## config.mk

```make
export PLATFORM = sky130hd
export DESIGN_NAME = phy_rx_lane_sync_flat
export DESIGN_NICKNAME = d
export VERILOG_FILES = /design/src/rtl/phy_rx_lane_sync_if.sv /design/src/rtl/phy_rx_lane_sync.sv /design/src/flat_wrapper.sv
export SDC_FILE = /design/constraint.sdc
export NUM_CORES = 1
export LEC_CHECK = 0
export ABC_CLOCK_PERIOD_IN_PS = 2100
export CORE_ASPECT_RATIO = 1.4
export CORE_MARGIN = 3
export CORE_UTILIZATION = 48
export CTS_CLUSTER_SIZE = 16
export DETAILED_ROUTE_END_ITERATION = 10
export PLACE_DENSITY = 0.83
export SKIP_LAST_GASP = 1
export SLEW_MARGIN = 40
export SYNTH_ARGS = -nofsm -noshare
export SYNTH_HDL_FRONTEND = slang
export SYNTH_SLANG_ARGS = --single-unit
```

## constraint.sdc

```tcl
create_clock -name clk_4f -period 2.1 [get_ports clk_4f]
set_input_delay 0.525 -clock clk_4f [delete_from_list [all_inputs] [get_ports clk_4f]]
set_output_delay 0.525 -clock clk_4f [all_outputs]
set_load 0.03 [all_outputs]
```

## src/rtl/phy_rx_lane_sync_if.sv

```systemverilog
// Lane byte bus between the serial-to-parallel converters, the lane sync
// controller and the 8b-to-32b converters.
//
// Handshake: valid-only, no backpressure. A byte is transferred in every
// clk_4f cycle in which its valid is high; data is don't-care otherwise.
// valid_out_N qualifies the same data_8b_N byte towards the 8b-to-32b
// converter in the same cycle.
interface phy_rx_lane_sync_if;
  logic [7:0] data_8b_0;
  logic       valid_8b_0;
  logic [7:0] data_8b_1;
  logic       valid_8b_1;
  logic       valid_out_0;
  logic       valid_out_1;

  modport master (
    output data_8b_0, valid_8b_0, data_8b_1, valid_8b_1,
    input  valid_out_0, valid_out_1
  );

  modport slave (
    input  data_8b_0, valid_8b_0, data_8b_1, valid_8b_1,
    output valid_out_0, valid_out_1
  );
endinterface

```

## src/rtl/phy_rx_lane_sync.sv

```systemverilog
// Two-lane symbol lock and lane alignment controller.
// Each lane runs SEARCH -> CHECK -> LOCKED -> DATA on COM training bytes;
// both lanes must leave training in the same cycle to assert sincro.
// Optional lock-loss statistics counter: define PHY_RX_SYNC_STATS_EN.
module phy_rx_lane_sync #(
  parameter logic [7:0] COM_SYMBOL = 8'hBC,
  parameter int         LOCK_COUNT = 4,
  parameter int         LOSS_COUNT = 8
) (
  input  logic                     clk_4f,
  input  logic                     reset,
  phy_rx_lane_sync_if.slave        bus,
  output logic [1:0]               lane_lock,
  output logic                     sincro,
  output logic                     skew_err,
  output logic [7:0]               lock_loss_cnt,
  output logic [3:0]               lane_state
);

  typedef enum logic [1:0] {SEARCH, CHECK, LOCKED, DATA} lane_state_t;

  localparam logic [3:0] LOCK_CNT = 4'(LOCK_COUNT);
  localparam logic [7:0] GAP_LAST = 8'(LOSS_COUNT - 1);

  lane_state_t st_q   [2];
  lane_state_t st_d   [2];
  logic [3:0]  com_q  [2];
  logic [3:0]  com_d  [2];
  logic [7:0]  gap_q  [2];
  logic [7:0]  gap_d  [2];

  logic [7:0]  din        [2];
  logic        vin        [2];
  logic [1:0]  is_com;
  logic [1:0]  is_dat;
  logic [1:0]  first_data;
  logic [1:0]  tracked;
  logic [1:0]  gap_hit;
  logic        skew;
  logic        align;
  logic        drop;

  assign din[0] = bus.data_8b_0;
  assign din[1] = bus.data_8b_1;
  assign vin[0] = bus.valid_8b_0;
  assign vin[1] = bus.valid_8b_1;

  // Per-lane byte classification and the global align / skew / drop decisions
  always_comb begin
    is_com     = '0;
    is_dat     = '0;
    first_data = '0;
    tracked    = '0;
    gap_hit    = '0;
    for (int i = 0; i < 2; i++) begin
      is_com[i]     = vin[i] && (din[i] == COM_SYMBOL);
      is_dat[i]     = vin[i] && (din[i] != COM_SYMBOL);
      first_data[i] = (st_q[i] == LOCKED) && is_dat[i];
      tracked[i]    = (st_q[i] == LOCKED) || (st_q[i] == DATA);
      gap_hit[i]    = tracked[i] && !vin[i] && (gap_q[i] == GAP_LAST);
    end
    // Both lanes are LOCKED whenever both present a first data byte.
    align = first_data[0] && first_data[1];
    skew  = first_data[0] != first_data[1];
    // Any lock loss or misalignment retrains both lanes together.
    drop  = skew || (gap_hit != 2'b00);
  end

  // Lane FSM next state; a global drop overrides everything
  always_comb begin
    for (int i = 0; i < 2; i++) begin
      st_d[i]  = st_q[i];
      com_d[i] = com_q[i];
      gap_d[i] = gap_q[i];
      case (st_q[i])
        SEARCH: begin
          com_d[i] = 4'd0;
          if (is_com[i]) begin
            st_d[i]  = CHECK;
            com_d[i] = 4'd1;
          end
        end
        CHECK: begin
          if (is_com[i]) begin
            com_d[i] = com_q[i] + 4'd1;
            if (com_q[i] + 4'd1 == LOCK_CNT) st_d[i] = LOCKED;
          end else if (is_dat[i]) begin
            st_d[i]  = SEARCH;
            com_d[i] = 4'd0;
          end
        end
        LOCKED: begin
          gap_d[i] = vin[i] ? 8'd0 : gap_q[i] + 8'd1;
          if (align) st_d[i] = DATA;
        end
        DATA: begin
          gap_d[i] = vin[i] ? 8'd0 : gap_q[i] + 8'd1;
        end
        default: st_d[i] = SEARCH;
      endcase
      if (drop) begin
        st_d[i]  = SEARCH;
        com_d[i] = 4'd0;
        gap_d[i] = 8'd0;
      end
    end
  end

  // Lane state and counter registers
  always_ff @(posedge clk_4f or negedge reset) begin
    if (!reset) begin
      for (int i = 0; i < 2; i++) begin
        st_q[i]  <= SEARCH;
        com_q[i] <= 4'd0;
        gap_q[i] <= 8'd0;
      end
    end else begin
      for (int i = 0; i < 2; i++) begin
        st_q[i]  <= st_d[i];
        com_q[i] <= com_d[i];
        gap_q[i] <= gap_d[i];
      end
    end
  end

  // sincro rises the cycle after alignment, falls the cycle after a drop
  always_ff @(posedge clk_4f or negedge reset) begin
    if (!reset) begin
      sincro   <= 1'b0;
      skew_err <= 1'b0;
    end else begin
      skew_err <= skew;
      if (drop)       sincro <= 1'b0;
      else if (align) sincro <= 1'b1;
    end
  end

`ifdef PHY_RX_SYNC_STATS_EN
  // Saturating count of exits from DATA caused by gap timeout or skew
  always_ff @(posedge clk_4f or negedge reset) begin
    if (!reset) begin
      lock_loss_cnt <= 8'h00;
    end else if (drop && ((st_q[0] == DATA) || (st_q[1] == DATA))
                 && (lock_loss_cnt != 8'hFF)) begin
      lock_loss_cnt <= lock_loss_cnt + 8'h01;
    end
  end
`else
  assign lock_loss_cnt = 8'h00;
`endif

  // Data bytes pass through unregistered; COM bytes in DATA are dropped.
  assign bus.valid_out_0 = sincro && is_dat[0] && (st_q[0] == DATA);
  assign bus.valid_out_1 = sincro && is_dat[1] && (st_q[1] == DATA);

  assign lane_lock  = tracked;
  assign lane_state = {st_q[1], st_q[0]};

endmodule
```

## src/flat_wrapper.sv

```systemverilog
// flat-port wrapper written by rule: the top's interface ports become plain ports
module phy_rx_lane_sync_flat 
#(
  parameter logic [7:0] COM_SYMBOL = 8'hBC,
  parameter int         LOCK_COUNT = 4,
  parameter int         LOSS_COUNT = 8
)
  (clk_4f, reset, lane_lock, sincro, skew_err, lock_loss_cnt, lane_state, bus_data_8b_0, bus_valid_8b_0, bus_data_8b_1, bus_valid_8b_1, bus_valid_out_0, bus_valid_out_1);
  phy_rx_lane_sync_if bus_i ();
  input  logic clk_4f;
  input  logic reset;
  output logic [1:0] lane_lock;
  output logic sincro;
  output logic skew_err;
  output logic [7:0] lock_loss_cnt;
  output logic [3:0] lane_state;
  input wire logic [$bits(bus_i.data_8b_0)-1:0] bus_data_8b_0;
  input wire logic [$bits(bus_i.valid_8b_0)-1:0] bus_valid_8b_0;
  input wire logic [$bits(bus_i.data_8b_1)-1:0] bus_data_8b_1;
  input wire logic [$bits(bus_i.valid_8b_1)-1:0] bus_valid_8b_1;
  output wire logic [$bits(bus_i.valid_out_0)-1:0] bus_valid_out_0;
  output wire logic [$bits(bus_i.valid_out_1)-1:0] bus_valid_out_1;
  assign bus_i.data_8b_0 = bus_data_8b_0;
  assign bus_i.valid_8b_0 = bus_valid_8b_0;
  assign bus_i.data_8b_1 = bus_data_8b_1;
  assign bus_i.valid_8b_1 = bus_valid_8b_1;
  assign bus_valid_out_0 = bus_i.valid_out_0;
  assign bus_valid_out_1 = bus_i.valid_out_1;
  phy_rx_lane_sync #(.COM_SYMBOL(COM_SYMBOL), .LOCK_COUNT(LOCK_COUNT), .LOSS_COUNT(LOSS_COUNT)) u_core (.clk_4f(clk_4f), .reset(reset), .bus(bus_i), .lane_lock(lane_lock), .sincro(sincro), .skew_err(skew_err), .lock_loss_cnt(lock_loss_cnt), .lane_state(lane_state));
endmodule
```

==> results of run 1 <==
==> final timing paths <==
kind | cells past startpoint | to | slack (ns)
worst max-delay path | 4 | bus_valid_out_0 | 0.04
worst min-delay path | 1 | u_core.gap_q[7] | 0.52
worst max register to register | 9 | u_core.lane_state[2] | 0.11
worst min register to register | 1 | u_core.gap_q[7] | 0.52
max in group asynchronous | 2 | u_core.lane_state[2] | 1.16
min in group asynchronous | 2 | u_core.gap_q[6] | 0.63
==> repair_timing <==
action                     CTS  global route
hold buffers                 0             0
gates cloned                 2             0
setup buffers                5             3
gates resized for setup     33             9
pin swaps                    4             2
setup endpoints to repair   30            13
==> power breakdown <==
part / switching, mW / leakage, nW / internal, mW
combinational: 0.417 / 0.933 / 0.353
clock: 0.213 / 0.0383 / 0.228
sequential: 0.0856 / 0.379 / 0.653
==> worst max-delay path: cells and delay by family <==
family | cells | cell delay [ns]
buffers and inverters | 3 | 0.81
AND/OR/NAND/NOR | 1 | 0.20
==> per-stage QoR <==
step                hold slack [ns]  power [mW]  utilization
floorplan                     0.229        1.22            -
global placement              0.515        1.46        0.616
detailed placement            0.511        1.49        0.616
CTS                           0.519        1.94        0.659
global route                  0.539        2.08        0.671
finish                        0.519        1.95        0.671
==> routing by layer <==
metal  wire [µm]  GRT usage  up-vias
li1            -          -     1007
met1        2110      0.221     1027
met2        3010      0.378       67
met3         253     0.0564       15
met4         101      0.100        0
met5           0          0        -
==> Yosys cell counts (4+ instances only) <==
cell type  number
and3_1          4
nor2_1         30
nand2_1        15
buf_4           8
nand3_1        11
nand4_1         4
inv_1           8
a311oi_1        4
o21ai_0        13
ha_1           15
nor2b_1         8
dfrtp_1        30
a21oi_1        19
mux2i_1         5
==> flip-flops by register name (all words and copies together), names as in the netlist <==
signal	cells
u_core.gap_q	16
u_core.com_q	8
u_core.lane_state	4
u_core.sincro	1
u_core.skew_err	1
==> cell families after synthesis <==
| kind of cell | count (synthesis) |
|---|---|
| adders and majority gates | 15 |
| other | 1 |
| AOI/OAI and AO/OA | 63 |
| buffers and inverters | 25 |
| and+or+nand+nor | 102 |
| DFF | 30 |
| muxes | 7 |
==> cell type report <==
cell class,instances,area (µm²),area share
multi-input combinational,197,1440,0.497
sequential,30,753,0.261
timing repair buffer,61,517,0.179
clock buffer,7,76.3,0.0264
tap,60,75.1,0.0260
inverter,9,33.8,0.0117
==> flow_summary.json, run 1 <==
{
  "worst_path_max_delay_cell": "clkdlybuf4s50_1",
  "layout_common_cells": "buf_4 (31), nor2_1 (28), dfrtp_1 (28)",
  "cp_data_arrival_time_ns": 1.54,
  "cap_violations": 0,
  "synth-compound-area-share": 0.202,
  "synth_adder_area_share": 0.0857,
  "place_worst_setup_slack_ns": -0.549,
  "ctsHtreeMaxLevel": 2,
  "synth_seq_area_share": 0.343,
  "drt_iter0_drc": 126,
  "grt_usage": 0.209,
  "ys_seq_elements": 30,
  "viasPerCell": 5.81,
  "route.final.wire_length_um": 5470,
  "netlist_top_cells_area": "dfrtp_1 (34%), ha_1 (8.6%), nor2_1 (5.1%)",
  "std_cell_rows": 28,
  "crit_path_end_kind": "output pin",
  "post_drt_wl_per_cell_um": 15.0,
  "max_frequency_mhz": 485,
  "min_from": "u_core.gap_q[7]",
  "criticalPathCategory": "in -> out",
  "synth_area_in_simple_gates": 0.267,
  "synth.largest_area_cell": "dfrtp_1",
  "finalHoldViolCount": 0,
  "area_of_the_mapped_netlist_um2": 2190,
  "final.period_utilization": 0.983,
  "area.growth.synth_to_final_pct": 31.9,
  "boundaryPins": 38,
  "finalSetupViolations": 0,
  "ys_warn_count": 0,
  "first_global_vias": 2092,
  "final_cell_count_no_fill": 364,
  "path_max_fanout": 6,
  "grt_first_pass_wirelength_um": 9070,
  "grt_max_degree": 31,
  "synth_area_per_cell_um2": 9.02,
  "vdd_ir_drop_max_v": 0.000546,
  "proportion_of_synthesized_area_in_mux_cells": 0.0331,
  "postSynthCellCount": 243,
  "vias": 2116,
  "globalRouteOverflowTotal": 0,
  "period_minus_slack_ns": 2.06,
  "leakagePower_nw": 1.35,
  "ctsLongestPathBuffers": 2,
  "placement.io_buffers": 29,
  "clock_tree_from_tritoncts": "done",
  "final.fill_count": 349,
  "fin_area_um2": 2890,
  "floorplan.die.height_um": 85.9,
  "cts.reportedPaths.clkPinSlew_ns": 0.06,
  "drt-pass1-iter-count": 4,
  "crit_path_start": "bus_valid_8b_0",
  "antenna_found_initial": 0,
  "slew_viol_final": 0,
  "cellPowerDensity_nw_per_um2": 674,
  "synth_top_area_share": 0.343,
  "postRouteAntennaNets": 0,
  "place_congestion": 0.825,
  "finalWorstSetupSlack_ns": 0.0363,
  "yosys.area_share.xor_xnor": 0,
  "post_route_cells_drive_above_1_share": 0.240,
  "design.die.area_um2": 5420,
  "dp.cells": 347,
  "worstReg2RegStart": "u_core.lane_state[0]",
  "hold_path.class": "reg -> reg",
  "run_status": "finished clean",
  "detailed_place.area_um2": 2650,
  "finalClockSkew_ns": 0.00184,
  "cpMostUsedCell": "buf_6",
  "final_common_cell": "buf_4",
  "worst_setup_path_start_kind": "primary input",
  "place_hpwl_um": 3690,
  "synth_enable_flop_cells": 0,
  "ordered_cell_list_for_the_critical_path": "clkdlybuf4s50_1, buf_6, and4_4, buf_6",
  "final_layout_setup_total_negative_slack_ns": 0,
  "post-route-drc-count": 0,
  "num_antenna_cells": 0,
  "yosys_most_used_dff": "dfrtp_1",
  "largest_family_of_logic_cells_by_synthesized_area": "simple AND/OR/NAND/NOR gates",
  "synth.distinct_cells": 56,
  "initial_core_util": 0.508,
  "dieWidth_um": 63.1,
  "postSynth.asyncResetShare": 1.00,
  "wp_data_required_ns": 1.57,
  "tritoncts_num_sinks": 30,
  "numCtsBuffers": 5,
  "clk-insertion-delay-late_ns": 0.28,
  "core_area_um2": 4310,
  "slowest_delay_ns": 0.54,
  "clk_root_buffer_cell": "clkbuf_8",
  "design.final.nets": 339
}
No activity file was read; power rests on OpenSTA's default activity.
==> inputs of run 2 (changes only) <==
PLACE_DENSITY = 0.86   (was 0.83)
==> flow_summary.json, run 2 (synthesis results as in run 1) <==
{
  "run_status": "finished clean",
  "final.period_utilization": 0.993,
  "drt_iter0_drc": 104,
  "postRouteAntennaNets": 0,
  "worstReg2RegStart": "u_core.lane_state[0]",
  "cap_violations": 0,
  "max_flop_register": "u_core.gap_q",
  "boundaryPins": 38,
  "place_hpwl_um": 3630,
  "vias": 2034,
  "dp.cells": 345,
  "drt-pass1-iter-count": 4,
  "antenna_found_initial": 0,
  "max_frequency_mhz": 480,
  "globalRouteOverflowTotal": 0,
  "post_drt_wl_per_cell_um": 15.0,
  "first_global_vias": 2039,
  "largest_reg_flops": 16,
  "path_max_fanout": 3,
  "leakagePower_nw": 1.33,
  "power.total_mw": 2.03,
  "final_common_cell": "nor2_1",
  "wp_data_required_ns": 2.25,
  "post_route_cells_drive_above_1_share": 0.229,
  "ctsLongestPathBuffers": 2,
  "crit_path_end_kind": "register",
  "design.final.nets": 335,
  "min_path_cells": 1,
  "place_congestion": 0.817,
  "regToRegEndpoint": "u_core.lane_state[2]",
  "tritoncts_num_sinks": 30,
  "cp_data_arrival_time_ns": 2.24,
  "numCtsBuffers": 5,
  "slew_viol_final": 0,
  "final_layout_setup_total_negative_slack_ns": 0,
  "cellPowerDensity_nw_per_um2": 705,
  "clk-insertion-delay-late_ns": 0.28,
  "finalClockSkew_ns": 0.00338,
  "utilization": 0.667,
  "finalHoldViolCount": 0,
  "min_from": "u_core.gap_q[7]",
  "route.final.wire_length_um": 5400,
  "floorplan.die.height_um": 85.9,
  "design.die.area_um2": 5420,
  "dieWidth_um": 63.1,
  "placement.io_buffers": 29,
  "ctsHtreeMaxLevel": 2,
  "grt_max_degree": 31,
  "area.growth.synth_to_final_pct": 31.2,
  "post-route-drc-count": 0,
  "grt_usage": 0.202,
  "vdd_ir_drop_max_v": 0.000526,
  "timing.reg2reg.worst_path_depth": 9,
  "initial_core_util": 0.508,
  "cts.reportedPaths.clkPinSlew_ns": 0.06,
  "worst_hold_path.endpoint": "u_core.gap_q[7]",
  "final_cell_count_no_fill": 361,
  "period_minus_slack_ns": 2.09,
  "worst_setup_path_start_kind": "primary input",
  "layout_common_cells": "nor2_1 (29), dfrtp_1 (28), buf_4 (26)",
  "finalWorstSetupSlack_ns": 0.0148,
  "cts_hold_repair.buffers": 0,
  "place_worst_setup_slack_ns": -0.558,
  "core_area_um2": 4310,
  "hold_path.class": "reg -> reg",
  "criticalPathCategory": "in -> reg",
  "viasPerCell": 5.63,
  "grt_first_pass_wirelength_um": 8940,
  "finalSetupViolations": 0,
  "reg2reg_setup_slack_ns": 0.09,
  "num_antenna_cells": 0,
  "std_cell_rows": 28,
  "crit_path_start": "bus_data_8b_1[3]",
  "clock_tree_from_tritoncts": "done",
  "clk_root_buffer_cell": "clkbuf_8"
}
[run 2: worst max path at each step]
stage | cells past startpoint | endpoint | slack (ns)
after floorplan | 9 | u_core.lane_state[0] | -0.09
after global placement | 10 | u_core.lane_state[2] | -0.48
after detailed placement | 10 | u_core.lane_state[2] | -0.56
after CTS | 6 | bus_valid_out_0 | 0.002
after global routing | 10 | u_core.lane_state[3] | -0.04
final | 10 | u_core.lane_state[2] | 0.01
[run 2: metal layers]
layer  vias to the layer above  GRT usage  wire [µm]
met5                         -          0          0
met4                         0     0.0703        138
met3                        15     0.0459        220
met2                        52      0.379       2920
met1                       977      0.220       2120
li1                        990          -          -
[run 2: stage by stage]
step / hold WS (ns) / area, µm²
3_3_place_gp: 0.525 / 2640
2_1_floorplan: 0.229 / 2230
3_5_place_dp: 0.519 / 2640
5_1_grt: 0.542 / 2870
6_report: 0.534 / 2870
4_1_cts: 0.527 / 2780
[run 2: critical path: stages]
cell	delay, ns
dlygate4sd2_1	0.22
and4bb_2	0.24
nand2_2	0.14
and3_4	0.21
ha_4	0.13
nand2b_4	0.11
o311a_4	0.20
a21boi_4	0.17
mux2i_1	0.23
a21oi_2	0.07
[run 2: repair_timing]
action / 4_1_cts / 5_1_grt
endpoints found under the setup margin: 30 / 19
pin swaps: 8 / 8
resized for setup: 28 / 15
cloned: 2 / 0
setup buffers: 2 / 4
[run 2: power breakdown]
group | switching, mW | internal [mW] | leakage [nW]
sequential | 0.0874 | 0.653 | 0.379
combinational | 0.428 | 0.375 | 0.900
clock | 0.218 | 0.264 | 0.0482
total | 0.734 | 1.29 | 1.33
[run 2: final cells by class]
cell class,instances,area (µm²)
inverters,9,33.8
clock inverters,1,5.00
well taps,60,75.1
flip-flops and latches,30,753
clock buffers,7,86.3
multi-input cells,197,1430
fillers,353,1440
repair buffers,57,489
==> inputs of run 3 (changes only) <==
CORE_MARGIN = 5   (was 3)
SLEW_MARGIN = unset   (was 40)
==> flow_summary.json, run 3 (synthesis results as in run 1) <==
{
  "run_status": "finished clean",
  "finalHoldViolCount": 0,
  "place_congestion": 0.819,
  "final_layout_setup_total_negative_slack_ns": 0,
  "crit_path_end_kind": "output pin",
  "cts.reportedPaths.clkPinSlew_ns": 0.06,
  "area.growth.synth_to_final_pct": 34.3,
  "cp_data_arrival_time_ns": 1.53,
  "hold_ws_ns": 0.539,
  "placement.io_buffers": 29,
  "initial_core_util": 0.487,
  "criticalPathCategory": "in -> out",
  "period_minus_slack_ns": 2.06,
  "final_common_cell": "buf_4",
  "path_max_fanout": 3,
  "vias": 2168,
  "globalRouteOverflowTotal": 0,
  "drt_iter0_drc": 130,
  "fin_area_um2": 2940,
  "hold_path.class": "reg -> reg",
  "place_hpwl_um": 3790,
  "finalSetupViolations": 0,
  "core_area_um2": 4500,
  "clk-insertion-delay-late_ns": 0.29,
  "worst_setup_path_start_kind": "primary input",
  "max_flop_register": "u_core.gap_q",
  "largest_reg_flops": 16,
  "utilization": 0.654,
  "grt_usage": 0.210,
  "wp_data_required_ns": 1.57,
  "clk_root_buffer_cell": "clkbuf_8",
  "ctsHtreeMaxLevel": 2,
  "leakagePower_nw": 1.37,
  "clock_tree_from_tritoncts": "done",
  "vdd_ir_drop_max_v": 0.000317,
  "post-route-drc-count": 0,
  "first_global_vias": 2195,
  "std_cell_rows": 29,
  "post_route_cells_drive_above_1_share": 0.269,
  "max_frequency_mhz": 486,
  "drt-pass1-iter-count": 5,
  "dieWidth_um": 67.1,
  "finalClockSkew_ns": 0.00761,
  "boundaryPins": 38,
  "ctsLongestPathBuffers": 2,
  "grt_first_pass_wirelength_um": 9960,
  "design.final.nets": 342,
  "rsz0062_at_grt": "true",
  "layout_common_cells": "buf_4 (33), nor2_1 (28), dfrtp_1 (28)",
  "post_drt_wl_per_cell_um": 16.6,
  "postRouteAntennaNets": 0,
  "floorplan.die.height_um": 89.9,
  "design.die.area_um2": 6030,
  "final.fill_count": 350,
  "viasPerCell": 5.86,
  "detailed_place.area_um2": 2660,
  "route.final.wire_length_um": 6150,
  "tritoncts_num_sinks": 30,
  "grt_max_degree": 31,
  "antenna_found_initial": 0,
  "num_antenna_cells": 0,
  "cellPowerDensity_nw_per_um2": 686,
  "final.period_utilization": 0.979,
  "numCtsBuffers": 5,
  "cap_violations": 0,
  "slew_viol_final": 0
}
[run 3: cell types whose count changed in the layout (fill, tap and decap cells not counted), moves of 2 or more]
cell             before  now
dlymetal6s2s_1        0    2
nor2b_2               0    2
clkdlybuf4s15_1       4   10
clkbuf_2              1    5
buf_4                26   33
clkdlybuf4s50_1       9    7
dlygate4sd2_1        13    3
ha_4                  1    3
[run 3: worst paths after layout]
| kind | start | end | slack [ns] | cells after the start |
|---|---|---|---|---|
| min reg2reg | u_core.gap_q[7] | u_core.gap_q[7] | 0.54 | 1 |
| min | u_core.gap_q[7] | u_core.gap_q[7] | 0.54 | 1 |
| max reg2reg | u_core.lane_state[2] | u_core.lane_state[2] | 0.09 | 9 |
| min in group asynchronous | reset | u_core.gap_q[11] | 0.63 | 2 |
| max | bus_data_8b_1[0] | bus_valid_out_1 | 0.04 | 5 |
| max in group asynchronous | reset | u_core.lane_state[2] | 1.14 | 2 |
[run 3: layer usage]
| layer | track usage | wire length (µm) | share of wire | vias up |
|---|---|---|---|---|
| met5 | 0 | 0 | 0 | - |
| li1 | - | - | - | 1010 |
| met4 | 0.129 | 340 | 0.055 | 0 |
| met2 | 0.367 | 3260 | 0.53 | 77 |
| met1 | 0.222 | 2270 | 0.37 | 1046 |
| met3 | 0.0424 | 281 | 0.046 | 35 |
[run 3: what timing repair did]
| item | 4_1_cts | 5_1_grt |
|---|---|---|
| setup endpoints to repair | 30 | 22 |
| setup buffers | 6 | 4 |
| gates resized for setup | 36 | 29 |
| cloned | 2 | 1 |
| hold buffers | 0 | 0 |
| pin swaps | 10 | 9 |
[run 3: layout make-up]
cell class | count | area, µm² | share of cell area
Sequential cell | 30 | 753 | 0.256
Multi-Input combinational cell | 198 | 1460 | 0.496
Inverter | 9 | 33.8 | 0.0115
Clock buffer | 7 | 86.3 | 0.0293
Timing Repair Buffer | 63 | 528 | 0.179
Clock inverter | 1 | 5.00 | 0.00170
Tap cell | 62 | 77.6 | 0.0264
[run 3: worst max-delay path, cell delays in order]
cell	delay (ns)
dlygate4sd2_1	0.23
and4bb_2	0.33
nand2_4	0.07
and4_1	0.21
buf_4	0.17
[run 3: through the flow]
| step | setup slack (ns) | total power, mW | std cells |
|---|---|---|---|
| 6_report | 0.0440 | 2.02 | 370 |
| 2_1_floorplan | -0.0871 | 1.22 | 250 |
| 5_1_grt | -0.122 | 2.14 | 370 |
| 3_3_place_gp | -0.480 | 1.46 | 350 |
| 4_1_cts | -0.0283 | 1.97 | 366 |
| 3_5_place_dp | -0.549 | 1.49 | 350 |
[run 3: report_power, final]
group          switching (mW)  leakage, nW  total (mW)  internal, mW
Clock                   0.223       0.0482       0.487         0.264
Sequential             0.0997        0.379       0.753         0.653
Combinational           0.422        0.942       0.780         0.358
==> edit 1, RTL diff (flow settings as in run 2) <==
`COM_SYMBOL` is set to 8'hBC in 2 places; all go to 8'h5E.
--- a/src/rtl/phy_rx_lane_sync.sv
+++ b/src/rtl/phy_rx_lane_sync.sv
@@ -5,3 +5,3 @@
 module phy_rx_lane_sync #(
-  parameter logic [7:0] COM_SYMBOL = 8'hBC,
+  parameter logic [7:0] COM_SYMBOL = 8'h5E,
   parameter int         LOCK_COUNT = 4,
--- a/src/flat_wrapper.sv
+++ b/src/flat_wrapper.sv
@@ -3,3 +3,3 @@
 #(
-  parameter logic [7:0] COM_SYMBOL = 8'hBC,
+  parameter logic [7:0] COM_SYMBOL = 8'h5E,
   parameter int         LOCK_COUNT = 4,
Check against the original RTL: not equivalent (Yosys sat finds a counterexample within 4 cycles, from zero or initial values and one cycle with reset low).
==> edit 1 against run 2 <==
Routed wire length is 2.7% higher; core utilization is 3.4 points higher; non-clock buffer count is 13 higher; area after synthesis is 1.7% lower; via count is 2.5% higher; sequential cell count stayed put; design area is 4.2% higher; largest power group unchanged; combinational power is 3.5% higher; power is 7.2% higher; maximum frequency is 1.3% higher; highest routed layer unchanged; sequential share of layout area is 1.1 points lower; die area is 1.5% lower; worst setup slack better by 0.026 ns; critical endpoint is now bus_valid_out_0.
==> edit 1: results (changes against run 2) <==
| Metric | Value |
|---|---|
| Drt first pass iters | `4 (unchanged)` |
| VDD IR max | `463 uV (was 526 uV)` |
| Antenna violations before repair | `0 (unchanged)` |
| Layout cell share with drive strength beyond 1 | `27.5% (was 22.9%)` |
| Post-DP HPWL | `3760 um (was 3630 um)` |
| First-pass GRT wire length | `9090 um (was 8940 um)` |
| Asr flop ratio synth | `100% (unchanged)` |
| Biggest register | `u_core.gap_q (unchanged)` |
| Post-placement cell area | `2730 um^2 (was 2640 um^2)` |
| Grt met2 use | `39.7% (was 37.9%)` |
| Iter 0 DRT Violations | `113 (was 104)` |
| Number of fill cells | `323 (was 353)` |
| Post-Syn Area per Cell | `8.87 um^2 (was 9.02 um^2)` |
| Post-route insts no fill | `373 (was 361)` |
| Post-synthesis sequential area ratio | `34.8% (was 34.3%)` |
| M3 GR Usage | `3.44% (was 4.59%)` |
| Hold WC Path Type | `reg -> reg (unchanged)` |
| Status | `finished clean (unchanged)` |
| FMAX | `0.486 GHz (was 0.480 GHz)` |
| GR Util met1 | `23.3% (was 22.0%)` |
| Post-Place Worst Slack | `-0.531 ns (was -0.558 ns)` |
| Clk root buf | `clkbuf_8 (unchanged)` |
| Leak | `1.34 nW (was 1.33 nW)` |
| Worst Skew | `0.00996 ns (was 0.00338 ns)` |
| Max reg flops | `16 (unchanged)` |
| Slowest library cell on the worst path | `dlygate4sd2_1 (was and4bb_2)` |
| CTS clk-pin slew, worst paths | `0.07 ns` |
| Vias per cell | `5.59 (was 5.63)` |
| Flop2flop setup slack | `0.13 ns (was 0.09 ns)` |
| Critical path arrival | `1.53 ns (was 2.24 ns)` |
| Worst-path maximum fanout | `2 (was 3)` |
| Vias in the first global route | `2083 (was 2039)` |
| Top post-synthesis cells by count | `30 x dfrtp_1, 30 x nor2_1, 18 x nand2_1, 17 x a21oi_1, 15 x ha_1 (was 30 x dfrtp_1, 30 x nor2_1, 19 x a21oi_1, 15 x ha_1, 15 x nand2_1)` |
| Num CTS Buffers | `5 (unchanged)` |
| Routed Wire Length | `5540 um (was 5400 um)` |
| Unique masters post-synth | `57 (was 56)` |
| GPL Wtd Cong | `0.882 (was 0.817)` |
| Yosys warns | `0 (unchanged)` |
| Clk_lat worst skew | `a little under 0.3 ns` |
| Synth area leaders | `dfrtp_1 35%, ha_1 8.7%, nor2_1 5.2% (was dfrtp_1 34%, ha_1 8.6%, nor2_1 5.1%)` |
| Nets | `347 (was 335)` |
| Antenna cell count | `0 (unchanged)` |
| Main synth FF type | `dfrtp_1 (unchanged)` |
| Tot GR Track Use | `21.2% (was 20.2%)` |
| DP Cell Count | `356 (was 345)` |
[edit 1: area by class of cell]
type	instances	area (um^2)	share of cell area [%]
multi-input cells	196	1420	47.6
well taps	60	75.1	2.51
clock inverters	1	30.0	1.00
repair buffers	70	593	19.8
flip-flops and latches	30	752	25.1
inverters	9	33.8	1.13
clock buffers	7	86.3	2.88
[edit 1: worst max-delay path: cells and delay by family]
kind                   cells  cell delay, ns
buffers and inverters      3            0.46
and+or+nand+nor            3            0.55
[edit 1: logic make-up after synthesis]
logic type	Yosys count	synth area share (%)
buffers and inverters	24	6.68
and+or+nand+nor	103	25.8
AOI/OAI and AO/OA	64	20.8
adders and majority gates	15	8.71
other	1	0.174
DFF	30	34.8
muxes	6	2.90
[edit 1: layer usage]
metal	wire, um	up-vias
met4	91	0
met5	0	-
li1	-	1015
met3	221	8
met2	3040	63
met1	2190	999
[edit 1: report_power, final]
group	internal [W]	leakage, nW	switching [W]	total (W)
logic	0.000388	0.904	0.000443	0.000831
clock network	0.000387	0.0585	0.000222	0.000609
registers	0.000648	0.379	0.0000829	0.000731
[edit 1: per-stage QoR]
stage	utilization (%)	TNS, ns	hold slack, ns
2_1_floorplan	-	-1.44	0.229
3_3_place_gp	63.8	-11.40	0.483
3_5_place_dp	63.8	-12.79	0.486
4_1_cts	68.1	-0.0114	0.495
5_1_grt	70.1	-0.00630	0.520
6_report	70.1	0	0.495
[edit 1: final timing paths]
| check | from | endpoint | cells past startpoint |
|---|---|---|---|
| max | bus_data_8b_0[1] | bus_valid_out_0 | 6 |
| min reg2reg | u_core.gap_q[7] | u_core.gap_q[7] | 1 |
| max reg2reg | u_core.lane_state[2] | u_core.lane_state[3] | 9 |
| min in group asynchronous | reset | u_core.gap_q[15] | 2 |
| max in group asynchronous | reset | u_core.lane_state[0] | 2 |
| min | u_core.gap_q[7] | u_core.gap_q[7] | 1 |
[edit 1: repair_timing]
item | in CTS | in global routing
hold buffers | 0 | 0
endpoints found under the setup margin | 29 | 24
endpoints found under the hold margin | 0 | 0
resized for setup | 38 | 15
setup buffers | 3 | 6
pin swaps | 8 | 10
cloned | 0 | 0
==> edit 2, RTL diff (settings of run 2) <==
Made on the original files. The output `skew_err` loses its register stage (`skew_err` becomes a continuous assignment).
--- a/src/rtl/phy_rx_lane_sync.sv
+++ b/src/rtl/phy_rx_lane_sync.sv
@@ -129,5 +129,3 @@
       sincro   <= 1'b0;
-      skew_err <= 1'b0;
     end else begin
-      skew_err <= skew;
       if (drop)       sincro <= 1'b0;
@@ -136,2 +134,4 @@
   end
+
+  assign skew_err = skew;
 
Check against the original RTL: not equivalent (a bounded check fails within 10 cycles, from zero or initial values and one cycle with reset low).
==> edit 2 against run 2 <==
The flow now finishes with violations (setup timing); routed wire length grew 9.1%; power decreased by 8.9%; design area grew 4.1%; worst setup slack got worse by 0.017 ns; global-route usage increased by 3.0 points; sequential cell count down 1; core utilization up 3.3 points; area after synthesis decreased by 2.2%.
==> edit 2: results (changes against run 2) <==
| Metric | Value |
|---|---|
| Register area | `729 um^2 (was 753 um^2)` |
| Top post-synthesis cells by count | `30 x nor2_1, 29 x dfrtp_1, 19 x a21oi_1, 17 x nand2_1, 15 x ha_1 (was 30 x dfrtp_1, 30 x nor2_1, 19 x a21oi_1, 15 x ha_1, 15 x nand2_1)` |
| Post-placement cell area | `2700 um^2 (was 2640 um^2)` |
| Worst hold slack | `0.553 ns (was 0.534 ns)` |
| Compound-Gate Fraction of Synth Area | `18.1% (was 20.2%)` |
| Violated checks | `setup timing` |
| Hold Crit Depth | `2 (was 1)` |
| FF-to-FF End | `u_core.gap_q[9] (was u_core.lane_state[2])` |
| Nets | `349 (was 335)` |
| Crit path to | `skew_err (was u_core.lane_state[2])` |
| Non-clk buf share | `21.7% (was 17.0%)` |
| Seq area share | `24.4% (was 26.2%)` |
| Flop2flop setup slack | `0.01 ns (was 0.09 ns)` |
| Vias in the first global route | `2121 (was 2039)` |
| Vias per cell | `5.64 (was 5.63)` |
| Post-DP HPWL | `3820 um (was 3630 um)` |
| Int Pwr | `0.00121 W (was 0.00129 W)` |
| Inverters | `11 (was 9)` |
| Synth area leaders | `dfrtp_1 34%, ha_1 8.8%, nor2_1 5.3% (was dfrtp_1 34%, ha_1 8.6%, nor2_1 5.1%)` |
| Critical path arrival | `1.58 ns (was 2.24 ns)` |
| Area of the multi-input gates | `1390 um^2 (was 1430 um^2)` |
| Setup ws final | `-0.00189 ns (was 0.0148 ns)` |
| Setup TNS | `-0.00189 ns (was 0 ns)` |
| Number of fill cells | `326 (was 353)` |
| Non-CTS buffers | `73 (was 57)` |
| Final setup fails | `1 (was 0)` |
| Worst-path maximum fanout | `2 (was 3)` |
| DP Cell Count | `358 (was 345)` |
| Min-Delay Endpoint | `u_core.gap_q[1] (was u_core.gap_q[7])` |
| Layout cell share with drive strength beyond 1 | `35.2% (was 22.9%)` |
| Post-synthesis sequential area ratio | `33.9% (was 34.3%)` |
| Worst Min Path Start | `u_core.gap_q[1] (was u_core.gap_q[7])` |
| Crit. Startpoint | `bus_data_8b_0[3] (was bus_data_8b_1[3])` |
| First-pass GRT wire length | `9820 um (was 8940 um)` |
| Status | `finished with violations (was finished clean)` |
| Post-route insts no fill | `375 (was 361)` |
-- edit 2: power by group through the flow --
stage          sequential (W)  clock [W]  combinational [W]
2_1_floorplan        0.000670          0           0.000356
3_3_place_gp         0.000624          0           0.000629
3_5_place_dp         0.000625          0           0.000649
4_1_cts              0.000615   0.000533           0.000670
5_1_grt              0.000622   0.000556           0.000765
6_report             0.000620   0.000520           0.000705
-- edit 2: worst max-delay path, cell delays in order --
cell and delay [ns]:
clkdlybuf4s15_1 0.17, and4bb_2 0.25, nand2_2 0.07, and3_4 0.16, ha_4 0.27, buf_6 0.13
-- edit 2: routing by layer --
metal  track usage, %  wire length [um]  vias up
li1                 -                 -     1012
met1             25.7              2340     1017
met2             43.1              3080       71
met3             4.50               292       15
met4             9.44               171        0
met5                0                 0        -
-- edit 2: repair_timing --
action / in CTS / in global routing
gates resized for setup: 50 / 36
endpoints found under the setup margin: 32 / 33
gates cloned: 2 / 0
pin swaps: 11 / 10
buffers inserted: 5 / 2
